[src/rtl/mem_port_arbiter_pkg.sv]
// rtl/mem_port_arbiter_pkg.sv - shared types and linear-memory defaults for the memory port arbiter
package mem_port_arbiter_pkg;

  localparam int DEF_ADDR_W     = 10;
  localparam int DEF_DATA_W     = 32;
  localparam int DEF_DEPTH      = 1024;
  localparam int DEF_STARVE_LIM = 4;

  typedef enum logic {
    OWN_CORE = 1'b0,
    OWN_HOST = 1'b1
  } owner_e;

  // owner doubles as the grant-owner FSM state; valid/oob describe the read in flight
  typedef struct packed {
    owner_e owner;
    logic   valid;
    logic   oob;
  } tag_t;

endpackage

[src/rtl/mem_port_arbiter_starve_counter.sv]
// rtl/mem_port_arbiter_starve_counter.sv - saturating counter with synchronous clear
module starve_counter #(
  parameter int LIM = 4,
  parameter int W   = $clog2(LIM + 1)
) (
  input  logic         clk,
  input  logic         rst_n,
  input  logic         inc,
  input  logic         clr,
  output logic [W-1:0] cnt
);

  always_ff @(posedge clk or negedge rst_n) begin
    if (!rst_n) begin
      cnt <= '0;
    end else if (clr) begin
      cnt <= '0;
    end else if (inc && (cnt != W'(LIM))) begin
      cnt <= cnt + 1'b1;
    end
  end

endmodule

[src/rtl/mem_port_arbiter.sv]
// rtl/mem_port_arbiter.sv - core/host single-port memory arbiter with starvation guard and fixed-latency read return
module mem_port_arbiter
  import mem_port_arbiter_pkg::*;
#(
  parameter int ADDR_W     = DEF_ADDR_W,
  parameter int DATA_W     = DEF_DATA_W,
  parameter int DEPTH      = DEF_DEPTH,
  parameter int STARVE_LIM = DEF_STARVE_LIM
) (
  input  logic              clk,
  input  logic              rst_n,
  input  logic              core_re,
  input  logic              core_we,
  input  logic [31:0]       core_addr,
  input  logic [DATA_W-1:0] core_wdata,
  output logic              core_stall,
  output logic [DATA_W-1:0] core_rdata,
  output logic              core_rdata_vld,
  output logic              err_oob,
  input  logic              host_req,
  input  logic              host_we,
  input  logic [ADDR_W-1:0] host_addr,
  input  logic [DATA_W-1:0] host_wdata,
  output logic              host_gnt,
  output logic [DATA_W-1:0] host_rdata,
  output logic              host_rdata_vld,
  output logic              mem_re,
  output logic              mem_we,
  output logic [ADDR_W-1:0] mem_addr,
  output logic [DATA_W-1:0] mem_wdata,
  input  logic [DATA_W-1:0] mem_rdata
);

  localparam int CNT_W = $clog2(STARVE_LIM + 1);

  logic             core_req;
  logic             core_load;
  logic             core_win;
  logic             host_win;
  logic             oob;
  logic [CNT_W-1:0] starve_cnt;
  tag_t             tag_q;
  logic             ret_core;
  logic             ret_host;
  logic [DATA_W-1:0] core_ret_data;
  logic [DATA_W-1:0] core_rdata_q;
  logic [DATA_W-1:0] host_rdata_q;

  assign core_req  = core_re | core_we;
  assign core_load = core_re & ~core_we;
  assign host_win  = host_req & (~core_req | (starve_cnt == CNT_W'(STARVE_LIM)));
  assign core_win  = core_req & ~host_win;
  assign oob       = core_win & (core_addr >= 32'(DEPTH));

  assign core_stall = core_req & host_win;
  assign host_gnt   = host_win;
  assign err_oob    = oob;

  starve_counter #(
    .LIM (STARVE_LIM),
    .W   (CNT_W)
  ) u_starve_counter (
    .clk   (clk),
    .rst_n (rst_n),
    .inc   (core_win & host_req),
    .clr   (host_win | ~host_req),
    .cnt   (starve_cnt)
  );

  always_comb begin
    mem_re    = 1'b0;
    mem_we    = 1'b0;
    mem_addr  = '0;
    mem_wdata = '0;
    if (core_win) begin
      mem_re    = core_load & ~oob;
      mem_we    = core_we & ~oob;
      mem_addr  = core_addr[ADDR_W-1:0];
      mem_wdata = core_wdata;
    end else if (host_win) begin
      mem_re    = ~host_we;
      mem_we    = host_we;
      mem_addr  = host_addr;
      mem_wdata = host_wdata;
    end
  end

  // Owner moves on every grant and holds when idle; out-of-range loads still
  // carry a valid tag so the core sees a zero-data completion.
  always_ff @(posedge clk or negedge rst_n) begin
    if (!rst_n) begin
      tag_q <= '{owner: OWN_CORE, valid: 1'b0, oob: 1'b0};
    end else if (core_win) begin
      tag_q <= '{owner: OWN_CORE, valid: core_load, oob: oob};
    end else if (host_win) begin
      tag_q <= '{owner: OWN_HOST, valid: ~host_we, oob: 1'b0};
    end else begin
      tag_q.valid <= 1'b0;
      tag_q.oob   <= 1'b0;
    end
  end

  assign ret_core      = tag_q.valid & (tag_q.owner == OWN_CORE);
  assign ret_host      = tag_q.valid & (tag_q.owner == OWN_HOST);
  assign core_ret_data = tag_q.oob ? '0 : mem_rdata;

  always_ff @(posedge clk or negedge rst_n) begin
    if (!rst_n) begin
      core_rdata_q <= '0;
      host_rdata_q <= '0;
    end else begin
      if (ret_core) core_rdata_q <= core_ret_data;
      if (ret_host) host_rdata_q <= mem_rdata;
    end
  end

  assign core_rdata_vld = ret_core;
  assign host_rdata_vld = ret_host;
  assign core_rdata     = ret_core ? core_ret_data : core_rdata_q;
  assign host_rdata     = ret_host ? mem_rdata : host_rdata_q;

endmodule

[config.mk]
export PLATFORM = sky130hd
export DESIGN_NAME = mem_port_arbiter
export DESIGN_NICKNAME = d
export VERILOG_FILES = /design/src/rtl/mem_port_arbiter_pkg.sv /design/src/rtl/mem_port_arbiter_starve_counter.sv /design/src/rtl/mem_port_arbiter.sv
export SDC_FILE = /design/constraint.sdc
export NUM_CORES = 1
export LEC_CHECK = 0
export BUFFER_PORTS_ARGS = -buffer_cell sky130_fd_sc_hd__buf_4
export CAP_MARGIN = 20
export CORE_UTILIZATION = 36
export DETAILED_ROUTE_END_ITERATION = 7
export GPL_TIMING_DRIVEN = 0
export PLACE_DENSITY = 0.71
export SETUP_SLACK_MARGIN = 0.2
export SYNTH_ARGS = -nofsm -noshare
export SYNTH_HDL_FRONTEND = slang
export SYNTH_SLANG_ARGS = --single-unit
[constraint.sdc]
create_clock -name clk -period 1.7 [get_ports clk]
set_input_delay 0 -clock clk [delete_from_list [all_inputs] [get_ports clk]]
set_output_delay 0 -clock clk [all_outputs]
set_load 0.1 [all_outputs]
==> impl_metrics.tcl, run 1 <==
set metrics [dict create \
    status "aborted with a tool error" \
    haltStage "4_1_cts" \
    stop_error "[ERROR DPL-0038] Utilization greater than 100%, impossible to legalize" \
    hpwl_um 11200 \
    postCtsSetupRepairBufs 38 \
    cts_buffers 9 \
    synth_cell_type_count 26 \
    dpl_cell_area_mm2 0.00688 \
    pin_count 257 \
    pre_cts_ws_ns -0.108 \
    fp-row-count 36 \
    root_buffer "clkbuf_8" \
    avgSynthCellArea_um2 9.35 \
    gp_congestion 0.842 \
    yosysTopAreaCell "dfrtp_1" \
    syn_inst 397 \
    syn_nets 543 \
    hold_buffers 39 \
    syn_area_mm2 0.00371 \
    htree_levels 3 \
    die_w_um 104 \
    ys_seq_elements 70 \
    clockBufferDepth 2 \
    synth_top_area_share 0.472 \
    initial_core_util 0.376 \
    io_buffers 256 \
    dieHeight_um 104 \
    synth.area.top_cells "dfrtp_1 47%, mux2_2 9.7%, o211ai_1 8.5%, o21ai_0 8.1%, nand2b_1 5.6%" \
    seq_area_frac_synth 0.472 \
    cts_resized 457 \
    yosysWarnings 0 \
    cts.sinks 70 \
]
## stage by stage
stage / TNS [ns] / hold slack (ns) / instances
2_1_floorplan: -1.34 / -0.296 / 397
3_3_place_gp: -0.437 / 0.174 / 786
3_5_place_dp: -0.680 / 0.181 / 786
## logic make-up after synthesis
kind of cell / Yosys count / synth area share
muxes: 32 / 0.0971
AOI/OAI and AO/OA: 122 / 0.212
DFF: 70 / 0.472
buffers and inverters: 82 / 0.0920
and+or+nand+nor: 89 / 0.120
adders and majority gates: 2 / 0.00674
## cells in the mapped netlist
cell and n:
dfrtp_1 70, o21ai_0 60, inv_1 50, o211ai_1 42, nand2_1 39, nand2b_1 33
mux2_2 32, clkbuf_1 24, o21ai_2 14, nor2_1 5, nor4_1 5, buf_6 4
buf_2 3, ha_1 2, nand3_1 2, o32ai_1 2, a211o_1 1, a21o_1 1
a21oi_1 1, inv_2 1, nand3b_1 1, nand4_1 1, nor3_1 1, nor3b_1 1
o211a_1 1, or2_1 1
==> run 2: changes to the inputs <==
--- a/config.mk
+++ b/config.mk
@@ -7,11 +7,10 @@
 export LEC_CHECK = 0
 export BUFFER_PORTS_ARGS = -buffer_cell sky130_fd_sc_hd__buf_4
 export CAP_MARGIN = 20
-export CORE_UTILIZATION = 36
+export CORE_UTILIZATION = 21
 export DETAILED_ROUTE_END_ITERATION = 7
 export GPL_TIMING_DRIVEN = 0
-export PLACE_DENSITY = 0.71
-export SETUP_SLACK_MARGIN = 0.2
+export PLACE_DENSITY_LB_ADDON = 0.15
 export SYNTH_ARGS = -nofsm -noshare
 export SYNTH_HDL_FRONTEND = slang
 export SYNTH_SLANG_ARGS = --single-unit
==> run 2 against run 1 <==
  * Area after synthesis did not move
  * The flow now finishes, with violations (negative setup slack)
  * Synthesized cell count unchanged
==> impl_metrics.tcl, run 2 <==
set metrics [dict create \
    sequentialPowerShare 0.208 \
    grt_pass1_wl_um 23300 \
    initial_core_util 0.215 \
    yosysWarnings 0 \
    synth_common_cells "70 x dfrtp_1, 60 x o21ai_0, 50 x inv_1, 42 x o211ai_1, 39 x nand2_1" \
    setup_viol 47 \
    multiInputGateArea_mm2 0.00243 \
    tightestPinTransition_ns 0.911 \
    vias 4177 \
    drive_gt1_frac 0.598 \
    critPathLaunchType "register" \
    min_period_ns 1.93 \
    leakage_uw 0.00394 \
    reg2reg_from "u_starve_counter.cnt[1]" \
    dr.pass1.iters 4 \
    final_nets 864 \
    setup_tns_ns -8.20 \
    ys_seq_elements 70 \
    reg_top3 "core_rdata_q: 32 flops, host_rdata_q: 32 flops" \
    fin_cells 947 \
    regArea_mm2 0.00175 \
    layout_common_cells "165 x buf_4, 69 x dfrtp_1, 68 x buf_12" \
    fin_skew_ns 0.00421 \
    cts_buffers 9 \
    maxSlewViolCount 0 \
    combPwrFrac 0.593 \
    grt_max_degree 71 \
    finalHoldViolations 0 \
    power.share.clock 0.199 \
    syn_nets 543 \
    cts.sinks 70 \
    htree_levels 3 \
    grt_usage 0.165 \
    core_area_mm2 0.0173 \
    syn_area_mm2 0.00371 \
    dp_cells 878 \
    p_sw_uw 4860 \
    hpwl_um 11000 \
    vdd_drop_max_uv 820 \
    min_path_cells 4 \
    tritoncts "built" \
    clockBufferDepth 2 \
    dieHeight_um 135 \
    finalWirelength_um 14800 \
    pin_count 257 \
    internal-power_uw 5090 \
    synthArstFlopShare 1.00 \
    grt-ovfl-total 0 \
    area_growth_pct 137 \
    crit_arrival_ns 1.93 \
    seq_area_frac_synth 0.472 \
    swShare 0.488 \
    worstHoldPathType "in2reg" \
    synth_cell_type_count 26 \
    avgSynthCellArea_um2 9.35 \
    diodes 0 \
    reg2reg_depth 7 \
    drc 0 \
    r2r_slack_ns 0.20 \
    violations "negative setup slack" \
    gp_congestion 0.810 \
    syn_inst 397 \
    ant_nets 0 \
    drt_iter0_drc 114 \
    die-area_mm2 0.0182 \
    clk_pin_slew_ns 0.06 \
    synth_top_area_share 0.472 \
    synth_edf_count 0 \
    maxSlewHeadroom 0.392 \
    wire_per_inst_um 15.6 \
    holdPathEnd "tag_q[2]" \
    die_w_um 135 \
    critical_path_class "reg2out" \
    n_fill_cell 1566 \
    crit_start "u_starve_counter.cnt[1]" \
    critPathCaptureType "primary output" \
    timing.final.crit_share 1.13 \
    layout_commonest_cell "buf_4" \
    grt_antenna_before_repair 0 \
    hp-start "core_we" \
    fp-row-count 48 \
    drv_cap 0 \
    routed_via_density 4.41 \
    root_buffer "clkbuf_16" \
    fin_ws_ns -0.227 \
    synth.area.top_cells "dfrtp_1 47%, mux2_2 9.7%, o211ai_1 8.5%, o21ai_0 8.1%, nand2b_1 5.6%" \
    ys.flop_type "dfrtp_1" \
    yosysTopAreaCell "dfrtp_1" \
    required_ns 1.70 \
    grt_pass1_vias 4538 \
    status "finished, violations left" \
    rsz0062_at_grt "yes" \
    yosys.cell_count.top_type "dfrtp_1" \
    power_density_mw_per_mm2 1130 \
    critPathMaxFanout 7 \
    insertion_delay_ns 0.33 \
    max_freq_ghz 0.519 \
    r2r-end "tag_q[0]" \
    io_buffers 256 \
]
==> run 2: cell counts after synthesis <==
Identical to the previous run, type by type.
==> run 2: layout make-up <==
| class | count | area share |
|---|---|---|
| Tap cell | 225 | 0.0320 |
| Clock inverter | 6 | 0.00983 |
| Buffer | 29 | 0.0389 |
| Sequential cell | 70 | 0.200 |
| Multi-Input combinational cell | 245 | 0.277 |
| Clock buffer | 9 | 0.0256 |
| Timing Repair Buffer | 312 | 0.395 |
| Inverter | 51 | 0.0222 |
==> run 2: power by group through the flow <==
stage                     clock network (µW)  logic [µW]  registers [µW]
after CTS                               2070        5710            2070
final                                   1980        5890            2070
after detailed placement                   0        5100            2100
after floorplan                            0        4020            2070
after global placement                     0        5060            2080
after global routing                    2120        6090            2100
==> run 2: metal layers <==
layer | GRT usage | share of wire | vias to the layer above
met3 | 0.0420 | 0.067 | 25
met4 | 0.0687 | 0.024 | 0
met5 | 0 | 0 | -
li1 | - | - | 1998
met1 | 0.176 | 0.37 | 1987
met2 | 0.305 | 0.54 | 167
==> run 2: metrics by stage <==
step                       util  instance area [µm²]  power [µW]  hold WS (ns)  setup WS, ns
final                     0.508                 8790        9950        0.0324        -0.227
after global routing      0.508                 8790       10300        0.0512        -0.291
after CTS                 0.497                 8590        9850       0.00993        -0.259
after detailed placement  0.392                 6790        7200         0.201       -0.0879
after global placement    0.392                 6790        7150         0.188       -0.0843
after floorplan               -                 4580        6100        -0.296        -0.232
==> run 2: logic make-up (layout without fill, tap and decap cells) <==
| kind of cell | Yosys count | in the layout | synth area share |
|---|---|---|---|
| buffers and inverters | 82 | 407 | 0.0920 |
| AO/OA/AOI/OAI | 122 | 122 | 0.212 |
| AND/OR/NAND/NOR | 89 | 89 | 0.120 |
| adder cells (fa/ha/maj) | 2 | 2 | 0.00674 |
| flip-flops | 70 | 70 | 0.472 |
| multiplexers | 32 | 32 | 0.0971 |
==> run 2: worst max-delay path by stage <==
stage                        to  slack (ns)  cells after the start
2_1_floorplan  core_rdata_q[10]       -0.23                      3
3_3_place_gp     core_rdata[28]       -0.08                      6
3_5_place_dp     core_rdata[21]       -0.09                      6
4_1_cts           mem_wdata[27]       -0.26                      8
5_1_grt           mem_wdata[27]       -0.29                      8
6_report          mem_wdata[27]       -0.23                      8
==> run 2: critical path, cell delays in order (launching register included) <==
cell     delay (ns)
dfrtp_1        0.39
inv_2          0.07
ha_4           0.16
nand2_8        0.06
a21o_4         0.22
buf_12         0.15
buf_16         0.15
o21ai_4        0.17
buf_12         0.20
==> run 2: timing repair <==
item | CTS | global route
gates cloned | 1 | 0
setup endpoints to repair | 109 | 109
gates resized for setup | 247 | 49
setup buffers | 15 | 4
endpoints found under the hold margin | 121 | 0
hold buffers | 36 | 0
pin swaps | 16 | 9
No activity file was read; power rests on OpenSTA's default activity.
==> run 3: changes to the inputs <==
--- a/config.mk
+++ b/config.mk
@@ -7,10 +7,12 @@
 export LEC_CHECK = 0
 export BUFFER_PORTS_ARGS = -buffer_cell sky130_fd_sc_hd__buf_4
 export CAP_MARGIN = 20
-export CORE_UTILIZATION = 21
+export CORE_AREA = 2 2 100 102
+export CTS_CLUSTER_SIZE = 30
 export DETAILED_ROUTE_END_ITERATION = 7
+export DIE_AREA = 0 0 102 104
 export GPL_TIMING_DRIVEN = 0
-export PLACE_DENSITY_LB_ADDON = 0.15
+export PLACE_DENSITY = 0.85
 export SYNTH_ARGS = -nofsm -noshare
 export SYNTH_HDL_FRONTEND = slang
 export SYNTH_SLANG_ARGS = --single-unit
==> run 3 against run 2 <==
  * The run still ends with negative setup slack left
  * Setup slack lost 0.069 ns
  * First-iteration DRC count rose to 2.7 times the previous value
  * Maximum frequency shrank 3.4%
  * Sequential share of layout area decreased by 0.29 points
  * Critical endpoint is now mem_wdata[19]
  * Largest power group unchanged
==> impl_metrics.tcl, run 3 (same netlist as run 2, synthesis figures left out) <==
set metrics [dict create \
    grt_antenna_before_repair 0 \
    grtUsageMet1 0.319 \
    critical_path_class "reg2out" \
    tritoncts "built" \
    layout_common_cells "175 x buf_4, 75 x buf_12, 70 x o21ai_4" \
    clk_pin_slew_ns 0.08 \
    io_buffers 256 \
    fin_cells 869 \
    violations "negative setup slack" \
    maxSlewViolCount 0 \
    power_density_mw_per_mm2 1110 \
    critPathLaunchType "register" \
    tightestPinTransition_ns 0.920 \
    timing.final.crit_share 1.17 \
    cts_buffers 9 \
    final_util 0.934 \
    worstHoldPathType "in2reg" \
    finalHoldViolations 0 \
    leakage_uw 0.00403 \
    grt-ovfl-total 0 \
    drt_iter0_drc 312 \
    final_nets 877 \
    grt_max_degree 71 \
    fp-row-count 36 \
    critPathCaptureType "primary output" \
    die_w_um 102 \
    crit_top_cell "buf_4" \
    hpwl_um 10700 \
    fin_skew_ns 0.0160 \
    grt_usage 0.317 \
    gp_congestion 0.825 \
    drv_cap 0 \
    drive_gt1_frac 0.626 \
    grt_pass1_wl_um 26100 \
    required_ns 1.70 \
    dieHeight_um 104 \
    wire_per_inst_um 25.6 \
    status "finished, violations left" \
    grt.busiest_layer "met2" \
    maxSlewHeadroom 0.386 \
    critPathMaxFanout 10 \
    finalWirelength_um 22300 \
    diodes 0 \
    min_period_ns 2.00 \
    crit_arrival_ns 2.00 \
    cts.sinks 70 \
    cp_cell_sequence "inv_2, ha_4, nand2_8, buf_4, buf_6, o211ai_1, o21ai_4, buf_4" \
    fin_ws_ns -0.295 \
    routed_via_density 5.64 \
    core_area_mm2 0.00955 \
    die-area_mm2 0.0106 \
    setup_viol 55 \
    report.power.total_uw 9900 \
    met2_usage 0.586 \
    layout_commonest_cell "buf_4" \
    area_growth_pct 140 \
    vias 4898 \
    cpPeakStageDelay_ns 0.40 \
    reg_top3 "core_rdata_q: 32 flops, host_rdata_q: 32 flops" \
    ant_nets 0 \
    globalRouteMet3Util 0.0840 \
    pin_count 257 \
    root_buffer "clkbuf_8" \
    max_freq_ghz 0.501 \
    grt_pass1_vias 4947 \
    htree_levels 3 \
    dp_cells 786 \
    drc 0 \
    slowest_stage "dfrtp_1" \
    insertion_delay_ns 0.35 \
    clockBufferDepth 2 \
    vdd_drop_max_uv 619 \
    rsz0062_at_grt "yes" \
    initial_core_util 0.389 \
    hold_ws_ns 0.0876 \
    dr.pass1.iters 5 \
]
run 3: cell types whose count changed in the layout (fill, tap and decap cells not counted), moves of 3 or more:
| cell | change |
|---|---|
| o21ai_2 | -5 |
| buf_8 | +8 |
| o21ai_4 | +5 |
| clkbuf_16 | -5 |
| clkbuf_8 | +6 |
| buf_4 | +10 |
| mux2_2 | -3 |
| nand2_2 | +15 |
| mux2_4 | +3 |
| buf_12 | +7 |
| nand2_1 | -15 |
| buf_6 | -14 |
run 3: per-stage QoR:
step / area (µm²) / setup slack [ns] / TNS, ns
2_1_floorplan: 4580 / -0.232 / -3.84
3_3_place_gp: 6670 / -0.0397 / -0.136
3_5_place_dp: 6670 / -0.0608 / -0.608
4_1_cts: 8140 / -0.274 / -10.53
5_1_grt: 8920 / -0.342 / -13.64
6_report: 8920 / -0.295 / -10.97
run 3: repair_timing:
| action | 4_1_cts | 5_1_grt |
|---|---|---|
| pin swaps | 9 | 25 |
| buffers inserted | 12 | 11 |
| gates resized for setup | 188 | 161 |
| endpoints found under the hold margin | 134 | 0 |
| hold buffers | 37 | 0 |
| cloned | 1 | 6 |
| endpoints found under the setup margin | 109 | 108 |
run 3: final cells by class:
type	count	area (µm²)
Tap cell	133	166
Buffer	31	393
Multi-Input combinational cell	245	2530
Inverter	51	195
Sequential cell	70	1750
Timing Repair Buffer	323	3670
Fill cell	304	629
Clock buffer	10	138
Clock inverter	6	68.8
run 3: worst paths after layout:
path	startpoint	endpoint	slack [ns]	cells after the start
worst min register to register	core_rdata_q[9]	core_rdata_q[9]	0.49	2
worst max-delay path	u_starve_counter.cnt[1]	mem_wdata[19]	-0.30	8
worst max register to register	u_starve_counter.cnt[1]	tag_q[0]	0.14	7
min in group asynchronous	rst_n	host_rdata_q[15]	0.30	2
max in group asynchronous	rst_n	tag_q[1]	0.71	2
worst min-delay path	core_we	tag_q[2]	0.09	4
run 3: metal layers:
layer  vias to the layer above  share of wire
li1                       2017              -
met1                      2420           0.33
met2                       342           0.53
met3                       119          0.077
met4                         0          0.071
met5                         -              0
run 3: where the power goes:
| part | internal (µW) | total [µW] | switching (µW) |
|---|---|---|---|
| clock network | 727 | 1440 | 718 |
| registers | 1990 | 2160 | 176 |
| logic | 1960 | 6300 | 4330 |
| total | 4680 | 9900 | 5230 |
run 3: worst max-delay path: cells and delay by family (launching register included):
family                   cells  cell delay (ns)
flip-flops                   1             0.40
buffers and inverters        4             0.61
AO/OA/AOI/OAI                2             0.41
adder cells (fa/ha/maj)      1             0.17
AND/OR/NAND/NOR              1             0.07
==> run 4: changes to the inputs <==
--- a/config.mk
+++ b/config.mk
@@ -13,6 +13,7 @@
 export DIE_AREA = 0 0 102 104
 export GPL_TIMING_DRIVEN = 0
 export PLACE_DENSITY = 0.85
+export SLEW_MARGIN = 15
 export SYNTH_ARGS = -nofsm -noshare
 export SYNTH_HDL_FRONTEND = slang
 export SYNTH_SLANG_ARGS = --single-unit
==> constraint.sdc (replaced) <==
create_clock -name clk -period 1.7 [get_ports clk]
set_input_delay 0 -clock clk [delete_from_list [all_inputs] [get_ports clk]]
set_output_delay 0 -clock clk [all_outputs]
set_load 0.005 [all_outputs]
==> run 4 against run 3 <==
  * Hold slack worse by 0.069 ns
  * The run still ends with negative setup slack left
  * Highest routed layer unchanged
  * Largest power group is now registers
  * Combinational power is 68% lower
  * Core utilization is 22 points lower
  * Sequential cell count stayed put
  * Critical endpoint is now mem_addr[8]
  * Wire length is 33% lower
  * Clock skew is 0.0034 ns lower
  * Largest cell class unchanged
  * Sequential power is 4% lower
  * Clock power is 15% lower
  * Register-to-register slack better by 0.08 ns
==> impl_metrics.tcl, run 4 (same netlist as run 2, synthesis figures left out) <==
set metrics [dict create \
    routed_via_density 5.03 \
    initial_core_util 0.389 \
    cts_buffers 9 \
    insertion_delay_ns 0.34 \
    pin_count 257 \
    required_ns 1.70 \
    r2r_slack_ns 0.22 \
    dieHeight_um 104 \
    area_growth_pct 84.6 \
    crit_start "u_starve_counter.cnt[0]" \
    wire_per_inst_um 17.7 \
    pre_cts_ws_ns -0.0655 \
    grt_max_degree 71 \
    critPathLaunchType "register" \
    fin_skew_ns 0.0126 \
    grt_pass1_vias 4358 \
    vdd_drop_max_uv 456 \
    final_nets 858 \
    io_buffers 256 \
    n_fill_cell 708 \
    drv_cap 0 \
    clk_pin_slew_ns 0.08 \
    ant_nets 0 \
    hpwl_um 10700 \
    critical_path_class "reg2out" \
    core_area_mm2 0.00955 \
    finalHoldViolations 0 \
    finalWirelength_um 15000 \
    dr.pass1.iters 4 \
    reg2reg_from "u_starve_counter.cnt[0]" \
    multiInputGateArea_mm2 0.00186 \
    hold_ws_ns 0.0184 \
    setup_tns_ns -3.58 \
    power_density_mw_per_mm2 776 \
    reg2reg_depth 7 \
    violations "negative setup slack" \
    die_w_um 102 \
    grt_antenna_before_repair 0 \
    clockBufferDepth 2 \
    dpl_cell_area_mm2 0.00580 \
    endpoint "mem_addr[8]" \
    crit_arrival_ns 1.85 \
    reg_top3 "core_rdata_q: 32 flops, host_rdata_q: 32 flops" \
    diodes 0 \
    maxSlewViolCount 0 \
    timing.final.crit_share 1.09 \
    regArea_mm2 0.00175 \
    final_area_mm2 0.00685 \
    setup_viol 40 \
    critPathCaptureType "primary output" \
    grt_pass1_wl_um 22000 \
    gp_congestion 0.908 \
    drc 0 \
    grt-ovfl-total 0 \
    drt_iter0_drc 131 \
    maxSlewHeadroom 0.413 \
    tritoncts "built" \
    critPathMaxFanout 7 \
    drive_gt1_frac 0.538 \
    die-area_mm2 0.0106 \
    cts.sinks 70 \
    layout_commonest_cell "buf_4" \
    layout_common_cells "257 x buf_4, 70 x dfrtp_1, 47 x inv_1" \
    fp-row-count 36 \
    dp_cells 786 \
    vias 4276 \
    max_freq_ghz 0.540 \
    leakage_uw 0.00338 \
    status "finished, violations left" \
    fin_ws_ns -0.153 \
    min_period_ns 1.85 \
    grt_usage 0.267 \
    tightestPinTransition_ns 0.880 \
    r2r-end "tag_q[0]" \
    worstHoldPathType "in2reg" \
    fin_cells 850 \
    htree_levels 3 \
    rsz0062_at_grt "yes" \
    root_buffer "clkbuf_8" \
]
==> run 4: power breakdown <==
group	internal (µW)	total, µW	switching [µW]
Sequential	1980	2080	93.9
Combinational	1150	2010	864
Clock	574	1230	658
==> run 4: worst max-delay path, stage by stage, from the launching register on <==
cell and delay [ns]:
dfrtp_1 0.40, inv_2 0.07, ha_4 0.15, nand2_4 0.08, a21o_4 0.24, buf_8 0.15, clkbuf_16 0.17, o21ai_4 0.13
buf_6 0.13
==> run 4: worst min-delay path by stage <==
stage	startpoint	endpoint	slack, ns	cells after the start
final	core_re	tag_q[2]	0.02	4
after global routing	core_re	tag_q[2]	0.04	4
after CTS	core_re	tag_q[2]	0.02	4
after detailed placement	rst_n	core_rdata_q[19]	0.17	1
after global placement	rst_n	core_rdata_q[19]	0.16	1
after floorplan	rst_n	core_rdata_q[0]	-0.30	0
==> run 4: layer usage <==
metal	GRT usage	wire, µm	vias to the layer above
li1	-	-	1979
met1	0.288	5400	2043
met2	0.479	7960	208
met3	0.0618	956	46
met4	0.127	699	0
met5	0	0	-
==> run 4: layout make-up <==
class,count,area share
Timing Repair Buffer,304,0.357
Multi-Input combinational cell,245,0.271
Sequential cell,70,0.256
Buffer,31,0.0373
Inverter,51,0.0279
Tap cell,133,0.0243
Clock buffer,10,0.0201
Clock inverter,6,0.00658
==> run 4: stage by stage <==
step,util,power (µW)
floorplan,-,2720
global placement,0.607,3780
detailed placement,0.607,3850
CTS,0.696,5240
global route,0.717,5610
finish,0.717,5320
==> run 4: what timing repair did <==
item                                    in CTS  in global routing
gates cloned                                 2                  1
pin swaps                                    3                  6
buffers inserted                             6                  3
resized for setup                           93                 80
hold endpoints to repair                   136                  0
endpoints found under the setup margin     109                 94
hold buffers                                37                  0
